$ cat src/rtl/poly_go_feeder.sv
// poly_go_feeder: loads A, B, C, X onto the evaluator Go/DataIn handshake.
// Define POLY_GO_FEEDER_TIMEOUT_EN to add the WAIT_RES watchdog and error flag.
module poly_go_feeder #(
    parameter int GO_HIGH_CYCLES = 2,
    parameter int GO_LOW_CYCLES  = 2,
    parameter int TIMEOUT_CYCLES = 64
) (
    input  logic       clk,
    input  logic       reset,
    input  logic       start,
    input  logic [7:0] coef_a,
    input  logic [7:0] coef_b,
    input  logic [7:0] coef_c,
    input  logic [7:0] coef_x,
    input  logic       result_valid,
    input  logic [7:0] data_result,
    output logic [7:0] data_out,
    output logic       go,
    output logic       busy,
    output logic       done,
    output logic [7:0] result,
    output logic       error
);

    localparam int CNT_MAX = (GO_HIGH_CYCLES > GO_LOW_CYCLES) ? GO_HIGH_CYCLES : GO_LOW_CYCLES;
    localparam int CNT_W   = $clog2(CNT_MAX + 1);
    localparam logic [CNT_W-1:0] HI_LAST = CNT_W'(GO_HIGH_CYCLES - 1);
    localparam logic [CNT_W-1:0] LO_LAST = CNT_W'(GO_LOW_CYCLES - 1);

    typedef enum logic [2:0] {
        IDLE, SETUP, GO_HI, GO_LO, WAIT_RES, DONE
    } state_t;

    state_t           state, state_nx;
    logic [CNT_W-1:0] cnt;
    logic [1:0]       idx;
    logic [7:0]       op_a, op_b, op_c, op_x;
    logic [7:0]       op_sel;
    logic             timed_out;

    logic [7:0] data_nx, result_nx;
    logic       go_nx, busy_nx, done_nx, error_nx;

`ifdef POLY_GO_FEEDER_TIMEOUT_EN
    localparam int TO_W = $clog2(TIMEOUT_CYCLES + 1);
    localparam logic [TO_W-1:0] TO_LAST = TO_W'(TIMEOUT_CYCLES - 1);
    logic [TO_W-1:0] to_cnt;

    always_ff @(posedge clk) begin
        if (reset)
            to_cnt <= '0;
        else if (state == WAIT_RES && state_nx == WAIT_RES)
            to_cnt <= to_cnt + 1'b1;
        else
            to_cnt <= '0;
    end

    assign timed_out = (to_cnt == TO_LAST);
`else
    assign timed_out = 1'b0;
`endif

    always_comb begin
        op_sel = op_a;
        unique case (idx)
            2'd0: op_sel = op_a;
            2'd1: op_sel = op_b;
            2'd2: op_sel = op_c;
            2'd3: op_sel = op_x;
            default: op_sel = op_a;
        endcase
    end

    always_ff @(posedge clk) begin
        if (reset) begin
            state <= IDLE;
            cnt   <= '0;
            idx   <= '0;
            op_a  <= '0;
            op_b  <= '0;
            op_c  <= '0;
            op_x  <= '0;
        end else begin
            state <= state_nx;
            if ((state == GO_HI || state == GO_LO) && state_nx == state)
                cnt <= cnt + 1'b1;
            else
                cnt <= '0;
            if (state == IDLE && start) begin
                idx  <= '0;
                op_a <= coef_a;
                op_b <= coef_b;
                op_c <= coef_c;
                op_x <= coef_x;
            end else if (state == GO_LO && state_nx == SETUP) begin
                idx <= idx + 1'b1;
            end
        end
    end

    always_comb begin
        state_nx = state;
        unique case (state)
            IDLE:     if (start) state_nx = SETUP;
            SETUP:    state_nx = GO_HI;
            GO_HI:    if (cnt == HI_LAST) state_nx = GO_LO;
            GO_LO:    if (cnt == LO_LAST) state_nx = (idx == 2'd3) ? WAIT_RES : SETUP;
            WAIT_RES: if (result_valid || timed_out) state_nx = DONE;
            DONE:     state_nx = IDLE;
            default:  state_nx = IDLE;
        endcase
    end

    // Outputs trail the state by one edge so data_out settles a cycle before go rises.
    always_comb begin
        data_nx   = (state == SETUP) ? op_sel : data_out;
        go_nx     = (state == GO_HI);
        busy_nx   = (state_nx != IDLE) && (state_nx != DONE);
        done_nx   = (state_nx == DONE);
        result_nx = result;
        if (state == WAIT_RES && result_valid)
            result_nx = data_result;
`ifdef POLY_GO_FEEDER_TIMEOUT_EN
        error_nx = (state == WAIT_RES) && !result_valid && timed_out;
`else
        error_nx = (TIMEOUT_CYCLES < 0);
`endif
    end

    always_ff @(posedge clk) begin
        if (reset) begin
            data_out <= '0;
            go       <= 1'b0;
            busy     <= 1'b0;
            done     <= 1'b0;
            result   <= '0;
            error    <= 1'b0;
        end else begin
            data_out <= data_nx;
            go       <= go_nx;
            busy     <= busy_nx;
            done     <= done_nx;
            result   <= result_nx;
            error    <= error_nx;
        end
    end

endmodule
$ cat config.mk
export PLATFORM = sky130hd
export DESIGN_NAME = poly_go_feeder
export DESIGN_NICKNAME = d
export VERILOG_FILES = /design/src/rtl/poly_go_feeder.sv
export SDC_FILE = /design/constraint.sdc
export NUM_CORES = 1
export LEC_CHECK = 0
export CAP_MARGIN = 40
export CORE_ASPECT_RATIO = 1.25
export CORE_UTILIZATION = 41
export DETAILED_ROUTE_END_ITERATION = 7
export GPL_TIMING_DRIVEN = 0
export PLACE_DENSITY = 0.7
export SYNTH_ARGS = -nofsm -noshare
export SYNTH_HDL_FRONTEND = slang
export SYNTH_SLANG_ARGS = --single-unit
$ cat constraint.sdc
create_clock -name clk -period 2.1 [get_ports clk]
set_clock_uncertainty 0.1 [all_clocks]
set_input_delay 0.525 -clock clk [delete_from_list [all_inputs] [get_ports clk]]
set_output_delay 0.525 -clock clk [all_outputs]
set_load 0.05 [all_outputs]
Word-level counts from Yosys, hierarchy flattened
Index checks and enable logic that the tools add are counted.
{ "word_totals": {"regBits": 58, "latchBits": 0, "ram_bits": 0, "rom_bits": 0, "in_bits": 44, "out_inout_bits": 20, "word_cells": 45, "mem_count": 0} }
{ "classes": {"n_addsub": 2, "n_mul": 0, "div_mod_pow": 0, "order_cmp": 0, "eq_ne": 12, "n_shift": 0, "n_mux": 7, "bitwise": 1, "reduce_logical": 11} }
{ "ops": {"columns": ["op", "count"], "rows": [
  ["case mux 8 bit (4 select lines)", 1],
  ["two-way mux 3 bit", 5],
  ["case mux 3 bit (5 select lines)", 1],
  ["equality test 3 x 1 -> 1 bit (second input constant)", 2],
  ["equality test 3 x 2 -> 1 bit (second input constant)", 2],
  ["equality test 3 bit (second input constant)", 2],
  ["logical AND 1 bit", 5],
  ["adder 2 x 1 -> 2 bit (second input constant)", 2],
  ["equality test 2 x 1 -> 1 bit (second input constant)", 2],
  ["equality test 2 bit (second input constant)", 2],
  ["OR reduction 2 bit", 2],
  ["equality test 3 bit", 1],
  ["logical NOT 3 bit", 1],
  ["inequality test 3 bit (second input constant)", 1],
  ["nonzero test 3 bit", 1],
  ["logical NOT 2 bit", 1],
  ["logical OR 1 bit", 1],
  ["inverter 1 bit", 1]
]} }

Longest topological paths before layout
Gate-level depths: netlist of the first run.
{ "logic_depth": {"word_depth": 8, "mapped_depth": 6} }

Least setup slack after synthesis of the first run
No wires, ideal clock.
{ "synth_path": {"path_kind": "input port to flip-flop", "startpoint": "input start", "endpoint": "register cnt[0]", "setup_time_ns": 0.103, "arrival_time_ns": 1.491, "t_required_ns": 1.897, "path_slack_ns": 0.406, "path_stages": 3, "path_cell_list": "mux2_4 a221o_1 a2111oi_2"} }
{ "synth_between": {"elab_chain_len": 6} }
{ "synth_lines": {"columns": ["element", "line", "text"], "rows": [
  ["from (decl)", "10", "input logic start,"],
  ["two-way mux 3 bit", "104", "IDLE: if (start) state_nx = SETUP;"],
  ["case mux 3 bit (5 select lines)", "103", "unique case (state)"],
  ["equality test 3 bit", "85", "if ((state == GO_HI || state == GO_LO) && state_nx == state)"],
  ["logical AND 1 bit", "85", null],
  ["inverter 1 bit (no line)", null, null],
  ["OR reduction 2 bit (no line)", null, null],
  ["to (signal assigned)", "86", "cnt <= cnt + 1'b1;"],
  ["to (decl)", "35", "logic [CNT_W-1:0] cnt;"]
]} }
Every way passes these cells.
A chain may end at the register's enable or synchronous reset.

Final worst setup path of the first run
{ "layout_path": {"startpoint": "register busy", "endpoint": "output busy"} }
{ "layout_lines": {"columns": ["element", "line", "text"], "rows": [
  ["from (decl)", "19", "output logic busy,"],
  ["from (signal assigned)", "141", "busy <= busy_nx;"]
]} }
No word-level cell between the ends.

==> results of run 1 <==
worst max-delay path by stage:
| stage | cells after the start | endpoint |
|---|---|---|
| floorplan | 3 | cnt[0]$_SDFF_PP0_ |
| global placement | 6 | op_c[0]$_SDFFE_PP0P_ |
| detailed placement | 6 | op_x[7]$_SDFFE_PP0P_ |
| CTS | 1 | done |
| global route | 1 | busy |
| finish | 1 | busy |
sequential cells by signal, summed over array words and instances, names as in the netlist:
register and cells:
state 3, data_out 8, op_a 8, idx 2
busy 1, op_x 8, cnt 2, op_c 8
done 1, op_b 8, result 8, go 1
cell families (layout without fill, tap and decap cells):
| family | Yosys count | count (layout) | synth area share |
|---|---|---|---|
| buf+inv | 29 | 104 | 0.0524 |
| fa+ha+maj | 6 | 6 | 0.0318 |
| other cells | 1 | 1 | 0.00159 |
| flops | 58 | 58 | 0.492 |
| simple gates | 110 | 110 | 0.204 |
| mux | 1 | 1 | 0.00635 |
| compound gates | 78 | 78 | 0.212 |
power by group:
group	leakage, nW	internal [mW]	total (mW)	switching, mW
Combinational	0.735	0.144	0.310	0.165
Clock	0.0903	0.509	0.919	0.411
Sequential	0.473	1.15	1.18	0.0291
Total	1.30	1.81	2.41	0.605
cell type report:
cell class / count / area, um2 / share of cell area
flip-flops and latches: 58 / 1160 / 0.361
repair buffers: 61 / 596 / 0.185
plain buffers: 23 / 101 / 0.0315
multi-input cells: 196 / 1080 / 0.335
clock buffers: 12 / 165 / 0.0514
inverters: 6 / 22.5 / 0.00700
well taps: 64 / 80.1 / 0.0249
clock inverters: 2 / 12.5 / 0.00389
routing by layer:
layer | vias to the layer above | GRT usage
li1 | 1113 | -
met1 | 985 | 0.243
met3 | 10 | 0.0602
met5 | - | 0
met4 | 0 | 0.0873
met2 | 76 | 0.352
synthesized netlist by cell type (all sizes together):
cell | n | area [um2]
a311oi | 1 | 8.76
ha | 6 | 75.1
a32oi | 1 | 8.76
conb | 1 | 3.75
dfxtp | 58 | 1160
nor2 | 5 | 18.8
or3 | 1 | 6.26
nand4 | 1 | 6.26
mux2 | 1 | 15.0
a41oi | 1 | 8.76
and2b | 1 | 7.51
nand4b | 1 | 8.76
a2111oi | 2 | 30.0
and3 | 1 | 6.26
nand4bb | 1 | 11.3
and2 | 2 | 12.5
or4b | 1 | 10.0
nand3 | 1 | 5.00
clkbuf | 11 | 41.3
buf | 12 | 60.1
nand2 | 91 | 342
o21ai | 10 | 50.1
a211o | 1 | 8.76
a222oi | 8 | 80.1
a221o | 1 | 10.0
nor2b | 1 | 6.26
nor4bb | 1 | 10.0
a22o | 8 | 70.1
inv | 6 | 22.5
nor4b | 2 | 32.5
a21oi | 45 | 225
==> flow_metrics.tcl, run 1 <==
set metrics [dict create \
    outcome "finished clean" \
    fin_cells 422 \
    via_per_inst 5.18 \
    pre_cts_slack_ps -158 \
    cts-root-buf "clkbuf_8" \
    drt_iter0_drc 124 \
    vias 2184 \
    met1Wirelength_um 2430 \
    hpwl_um 4200 \
    die_x_um 69.9 \
    clock_latency_ps 330 \
    grt_pass1_vias 2104 \
    antenna_found_initial 0 \
    cts_made_buffers 9 \
    holdCritStartpoint "result[2]$_SDFFE_PP0P_" \
    period_needed_ps 2060 \
    timing.final.ws_setup_ps 43.9 \
    ant_nets 0 \
    yosys_warnings 0 \
    worstHoldEndpoint "result[2]$_SDFFE_PP0P_" \
    top_layer_used "met4" \
    critPathBufInv 1 \
    most-common-layout-cells "91 x nand2_1, 58 x dfxtp_1, 45 x a21oi_1, 43 x clkdlybuf4s50_1, 16 x dlygate4sd2_1" \
    detailroute.wirelength.met2_um 2860 \
    clk_pin_slew_ps 60 \
    final_hold_viol_count 0 \
    slew_headroom 0.519 \
    h-tree-depth 3 \
    finalWirelength_um 5760 \
    period_share 0.979 \
    crit_type "flop to output pin" \
    area_delta_synth_final_pct 36.1 \
    path_cells "clkdlybuf4s50_1" \
    syn_nets 333 \
    drcViolationCount 0 \
    endpoint_kind "output pin" \
    p_leak_nw 1.30 \
    layout_commonest_cell "nand2_1" \
    cp_data_arrival_time_ps 1430 \
    clk_path_buf_depth 2 \
    syn_avg_cell_area_um2 8.35 \
    drive_gt1_frac 0.0782 \
    path_delay_family "buffers and inverters" \
    rsz0062_at_grt "false" \
    worstPathMaxFanout 1 \
    grt_pass1_wl_um 9670 \
    dr.pass1.iters 4 \
    place_congestion 0.819 \
    num_antenna_cells 0 \
    wl_met3_um 366 \
    dp.cells 408 \
    cts_resized 16 \
    fin_util 0.587 \
    fmax_mhz 486 \
    hp-class "flop to flop" \
    r2r-end "busy$_SDFF_PP0_" \
    rows 30 \
    r2r-start "idx[0]$_SDFFE_PP0P_" \
    tns_ps 0 \
    track_usage 0.207 \
    fillCellCount 531 \
    start_kind "flop" \
    ys_seq_area_frac 0.492 \
    nets 405 \
    die-area_mm2 0.00607 \
    design_area_mm2 0.00322 \
    cp.required_ps 1470 \
    synth.distinct_cells 35 \
    tightest_slew_ps 722 \
    design_power_total_mw 2.41 \
    clock-sinks 58 \
    slowest_delay_ps 790 \
    postCtsHoldBufs 0 \
    routedWlPerCell_um 13.6 \
    cap_violations 0 \
    peakVddDrop_uv 392 \
    cts_tree "done" \
    numPortBuffers 61 \
    crit_path_start "busy$_SDFF_PP0_" \
    drv_slew 0 \
    synth_seq_cells 58 \
    rrSetupSlack_ps 250 \
    grt_max_degree 11 \
    netlist_area_mm2 0.00236 \
    setup_viol 0 \
    dpl-instance-area_mm2 0.00305 \
    cp_slowest_cell "clkdlybuf4s50_1" \
    core_area_mm2 0.00548 \
    min_path_cells 2 \
    synth_cells 283 \
    overflow 0 \
    p_per_area_mw_per_mm2 750 \
    die_h_um 86.9 \
    hold_slack_ps 352 \
    post_cts_buffers 0 \
    io_pins 64 \
    initial_core_util 0.431 \
    rr_worst_depth 5 \
]
Power figures use the tool's default switching activity.
==> run 2, diff against run 1 <==
Settings changed: ABC_CLOCK_PERIOD_IN_PS set to 2600.
Clock period 2.1 ns to 2.6 ns, I/O delays scaled along.
==> run 2 against run 1 <==
Net effect: clock power down 19%; combinational power down 19%; sequential share of layout area down 0.17 points; first-iteration DRC count up 3.2%; critical endpoint is now result[4]; highest routed layer unchanged.
==> flow_metrics.tcl, run 2 (same netlist as run 1, synthesis figures left out) <==
set metrics [dict create \
    finalWirelength_um 5770 \
    p_leak_nw 1.19 \
    cp.required_ps 1850 \
    die_x_um 69.9 \
    dpl-instance-area_mm2 0.00305 \
    grt_pass1_wl_um 9670 \
    antenna_found_initial 0 \
    grtUsageMet2 0.352 \
    rows 30 \
    drive_gt1_frac 0.0782 \
    ant_nets 0 \
    slew_headroom 0.519 \
    design_area_mm2 0.00323 \
    grt.busiest_layer "met2" \
    via_per_inst 5.18 \
    cp_slowest_cell "clkdlybuf4s50_1" \
    period_share 0.858 \
    clock_latency_ps 330 \
    vias 2186 \
    start_kind "flop" \
    cp_data_arrival_time_ps 1480 \
    dr.pass1.iters 5 \
    tns_ps 0 \
    worstHoldEndpoint "op_b[1]$_SDFFE_PP0P_" \
    fin_cells 422 \
    setup_viol 0 \
    hpwl_um 4200 \
    most-common-layout-cells "91 x nand2_1, 61 x clkdlybuf4s50_1, 58 x dfxtp_1, 45 x a21oi_1, 12 x clkbuf_8" \
    h-tree-depth 3 \
    num_antenna_cells 0 \
    r2r-end "busy$_SDFF_PP0_" \
    tightest_slew_ps 722 \
    drcViolationCount 0 \
    io_pins 64 \
    post_cts_buffers 0 \
    place_congestion 0.819 \
    overflow 0 \
    endpoint_kind "output pin" \
    numPortBuffers 61 \
    grt_util_met1 0.243 \
    cts_resized 0 \
    rr_worst_depth 5 \
    grt_max_degree 11 \
    dp.cells 408 \
    peakVddDrop_uv 316 \
    r2r-start "idx[0]$_SDFFE_PP0P_" \
    hold_slack_ps 354 \
    outcome "finished clean" \
    clk_path_buf_depth 2 \
    cts-root-buf "clkbuf_8" \
    use_met3 0.0602 \
    initial_core_util 0.431 \
    drt_iter0_drc 128 \
    core_area_mm2 0.00548 \
    p_per_area_mw_per_mm2 604 \
    slowest_delay_ps 810 \
    clock-sinks 58 \
    area_delta_synth_final_pct 36.8 \
    cap_violations 0 \
    final_hold_viol_count 0 \
    cts_made_buffers 9 \
    period_needed_ps 2230 \
    rsz0062_at_grt "false" \
    die_h_um 86.9 \
    clk_pin_slew_ps 60 \
    crit_type "flop to output pin" \
    cts_tree "done" \
    fmax_mhz 448 \
    routedWlPerCell_um 13.7 \
    worst-path-stages 1 \
    holdCritStartpoint "op_b[1]$_SDFFE_PP0P_" \
    nets 405 \
    min_path_cells 2 \
    layout_commonest_cell "nand2_1" \
    hp-class "flop to flop" \
    grt_pass1_vias 2104 \
    path_delay_family "buffers and inverters" \
    fillCellCount 532 \
    rrSetupSlack_ps 750 \
    worstPathMaxFanout 2 \
    path_cells "clkdlybuf4s50_1" \
    critPathBufInv 1 \
    drv_slew 0 \
    die-area_mm2 0.00607 \
    postCtsHoldBufs 0 \
    track_usage 0.207 \
]
run 2: cell types whose count changed in the layout (fill, tap and decap cells not counted), sizes merged:
cell and change:
clkdlybuf4s50 +18, dlygate4sd2 -16, dlymetal6s2s -2
run 2: layout make-up:
cell class	instances	area, um2	area share
Inverter	6	22.5	0.00697
Clock inverter	2	12.5	0.00387
Multi-Input combinational cell	196	1080	0.333
Timing Repair Buffer	61	611	0.189
Tap cell	64	80.1	0.0248
Sequential cell	58	1160	0.359
Clock buffer	12	165	0.0511
Buffer	23	101	0.0314
run 2: stage by stage:
step                power [mW]  utilization  worst slack [ps]
floorplan                 1.11            -               781
global placement          1.22        0.557               227
detailed placement        1.23        0.557               217
CTS                       1.97        0.589               346
global route              2.05        0.589               298
finish                    1.95        0.589               369
run 2: worst max-delay path by stage:
stage,start,endpoint
after floorplan,start,cnt[0]$_SDFF_PP0_
after global placement,start,op_c[0]$_SDFFE_PP0P_
after detailed placement,start,op_x[7]$_SDFFE_PP0P_
after CTS,result[4]$_SDFFE_PP0P_,result[4]
after global routing,result[4]$_SDFFE_PP0P_,result[4]
final,result[4]$_SDFFE_PP0P_,result[4]
run 2: routing by layer:
metal	share of wire	vias to the layer above
met3	0.064	10
met2	0.50	79
met4	0.018	0
met5	0	-
li1	-	1113
met1	0.42	984
run 2: report_power, final:
part           switching, mW  internal (mW)
sequential            0.0237          0.932
clock                  0.332          0.411
combinational          0.133          0.119
total                  0.489           1.46
run 2: worst reg2reg max path, delay by kind of cell, from the launching register on:
kind | cells | cell delay, ps
AOI/OAI and AO/OA | 2 | 490
adders and majority gates | 1 | 160
buffers and inverters | 1 | 380
DFF | 1 | 380
and+or+nand+nor | 1 | 260
==> edit (flow settings as in run 1) <==
Build with the macro `POLY_GO_FEEDER_TIMEOUT_EN` defined.
--- a/src/rtl/poly_go_feeder.sv
+++ b/src/rtl/poly_go_feeder.sv
@@ -2,2 +2,4 @@
 // Define POLY_GO_FEEDER_TIMEOUT_EN to add the WAIT_RES watchdog and error flag.
+`define POLY_GO_FEEDER_TIMEOUT_EN
+
 module poly_go_feeder #(
Behaviour: same outputs for any inputs over 10 cycles, from zero or initial values and one cycle with reset high; that may be too few to reach the edited logic, so the function may still have changed.
==> edit against run 1 <==
  * Area after synthesis rose by 11%
  * Cell area increased by 13%
  * Setup slack better by 7.8 ps
  * Power increased by 26%
  * Sequential cell count rose by 8
  * Routed wire length is 3.0% higher
  * Global-route usage shrank 1.5 points
  * Critical path type unchanged
  * Largest cell class unchanged
==> edit: results (changes against run 1) <==
[pwr]
total_leakage_power_nw=1.481  ; was 1.299 nW
internal-power_mw=2.402  ; was 1.807 mW
p_clk_mw=1.40  ; was 0.919 mW

[finish]
buffers=83  ; was 84
fin_util=0.5883  ; was 0.5868
nNetsFinal=425  ; was 405
bufAreaShareNonClock=0.2097  ; was 0.2167
num-nonclk-inverters=7  ; was 6
seq_cells=66  ; was 58
clkCellAreaFrac=0.07347  ; was 0.05525
fill_cells=581  ; was 531
drive_above_1_share=0.07632  ; was 0.07821
nMultiInputCombCells=208  ; was 196
multiInputGateArea_mm2=0.001146  ; was 0.001077 mm2

[place]
gp_congestion=0.7916  ; was 0.8187
place_hpwl_um=4291  ; was 4199 um
place_area_mm2=0.003369  ; was 0.003053 mm2
dp_cells=449  ; was 408
dp_worst_setup_slack_ps=-149.9  ; was -157.6 ps

[synth]
synth_compound_area_frac=0.1611  ; was 0.2119
synth_xor_area_frac=0.01663  ; was 0
syn_inst=301  ; was 283
seq_area_frac_synth=0.5019  ; was 0.4915
synth-adder-area-share=0.02852  ; was 0.03178

[run_status]
status=complete, no violations  ; unchanged

[route]
vias_per_cell=5.041  ; was 5.175
drt_first_pass_iters=6  ; was 4
first_iter_violations=140  ; was 124

[global_route]
grt_pass1_vias=2231  ; was 2104
grt_start_max_net_pins=12  ; was 11

[clock_tree]
cts_resized=15  ; was 16

[floorplanning]
core_mm2=0.006166  ; was 0.005480 mm2

[sta]
relSlewSlack=0.5564  ; was 0.5188

## edit: cell count changes in the layout (fill, tap and decap cells not counted), moves of 4 or more
cell       before  now
nor2_1          5   28
nand2_1        91   75
a21oi_1        45   33
mux2i_1         0    9
buf_6           0    8
dfxtp_1        58   66
buf_2           9    3
o21ai_1         2    7
bufinv_16       0    4
## edit: metal layers
layer	wire (um)	up-vias	track usage
met3	297	8	0.04883
met2	3059	72	0.3349
li1	-	1174	-
met5	0	-	0
met1	2489	1090	0.2191
met4	84	0	0.07372
## edit: path summary, 6_finish.rpt
check	from	end	slack [ps]	depth (start not counted)
setup / recovery	error$_SDFF_PP0_	error	50	1
setup reg to reg	idx[0]$_SDFFE_PP0P_	data_out[1]$_SDFFE_PP0P_	140	6
hold reg to reg	cnt[0]$_SDFF_PP0_	cnt[0]$_SDFF_PP0_	330	1
hold / removal	cnt[0]$_SDFF_PP0_	cnt[0]$_SDFF_PP0_	330	1
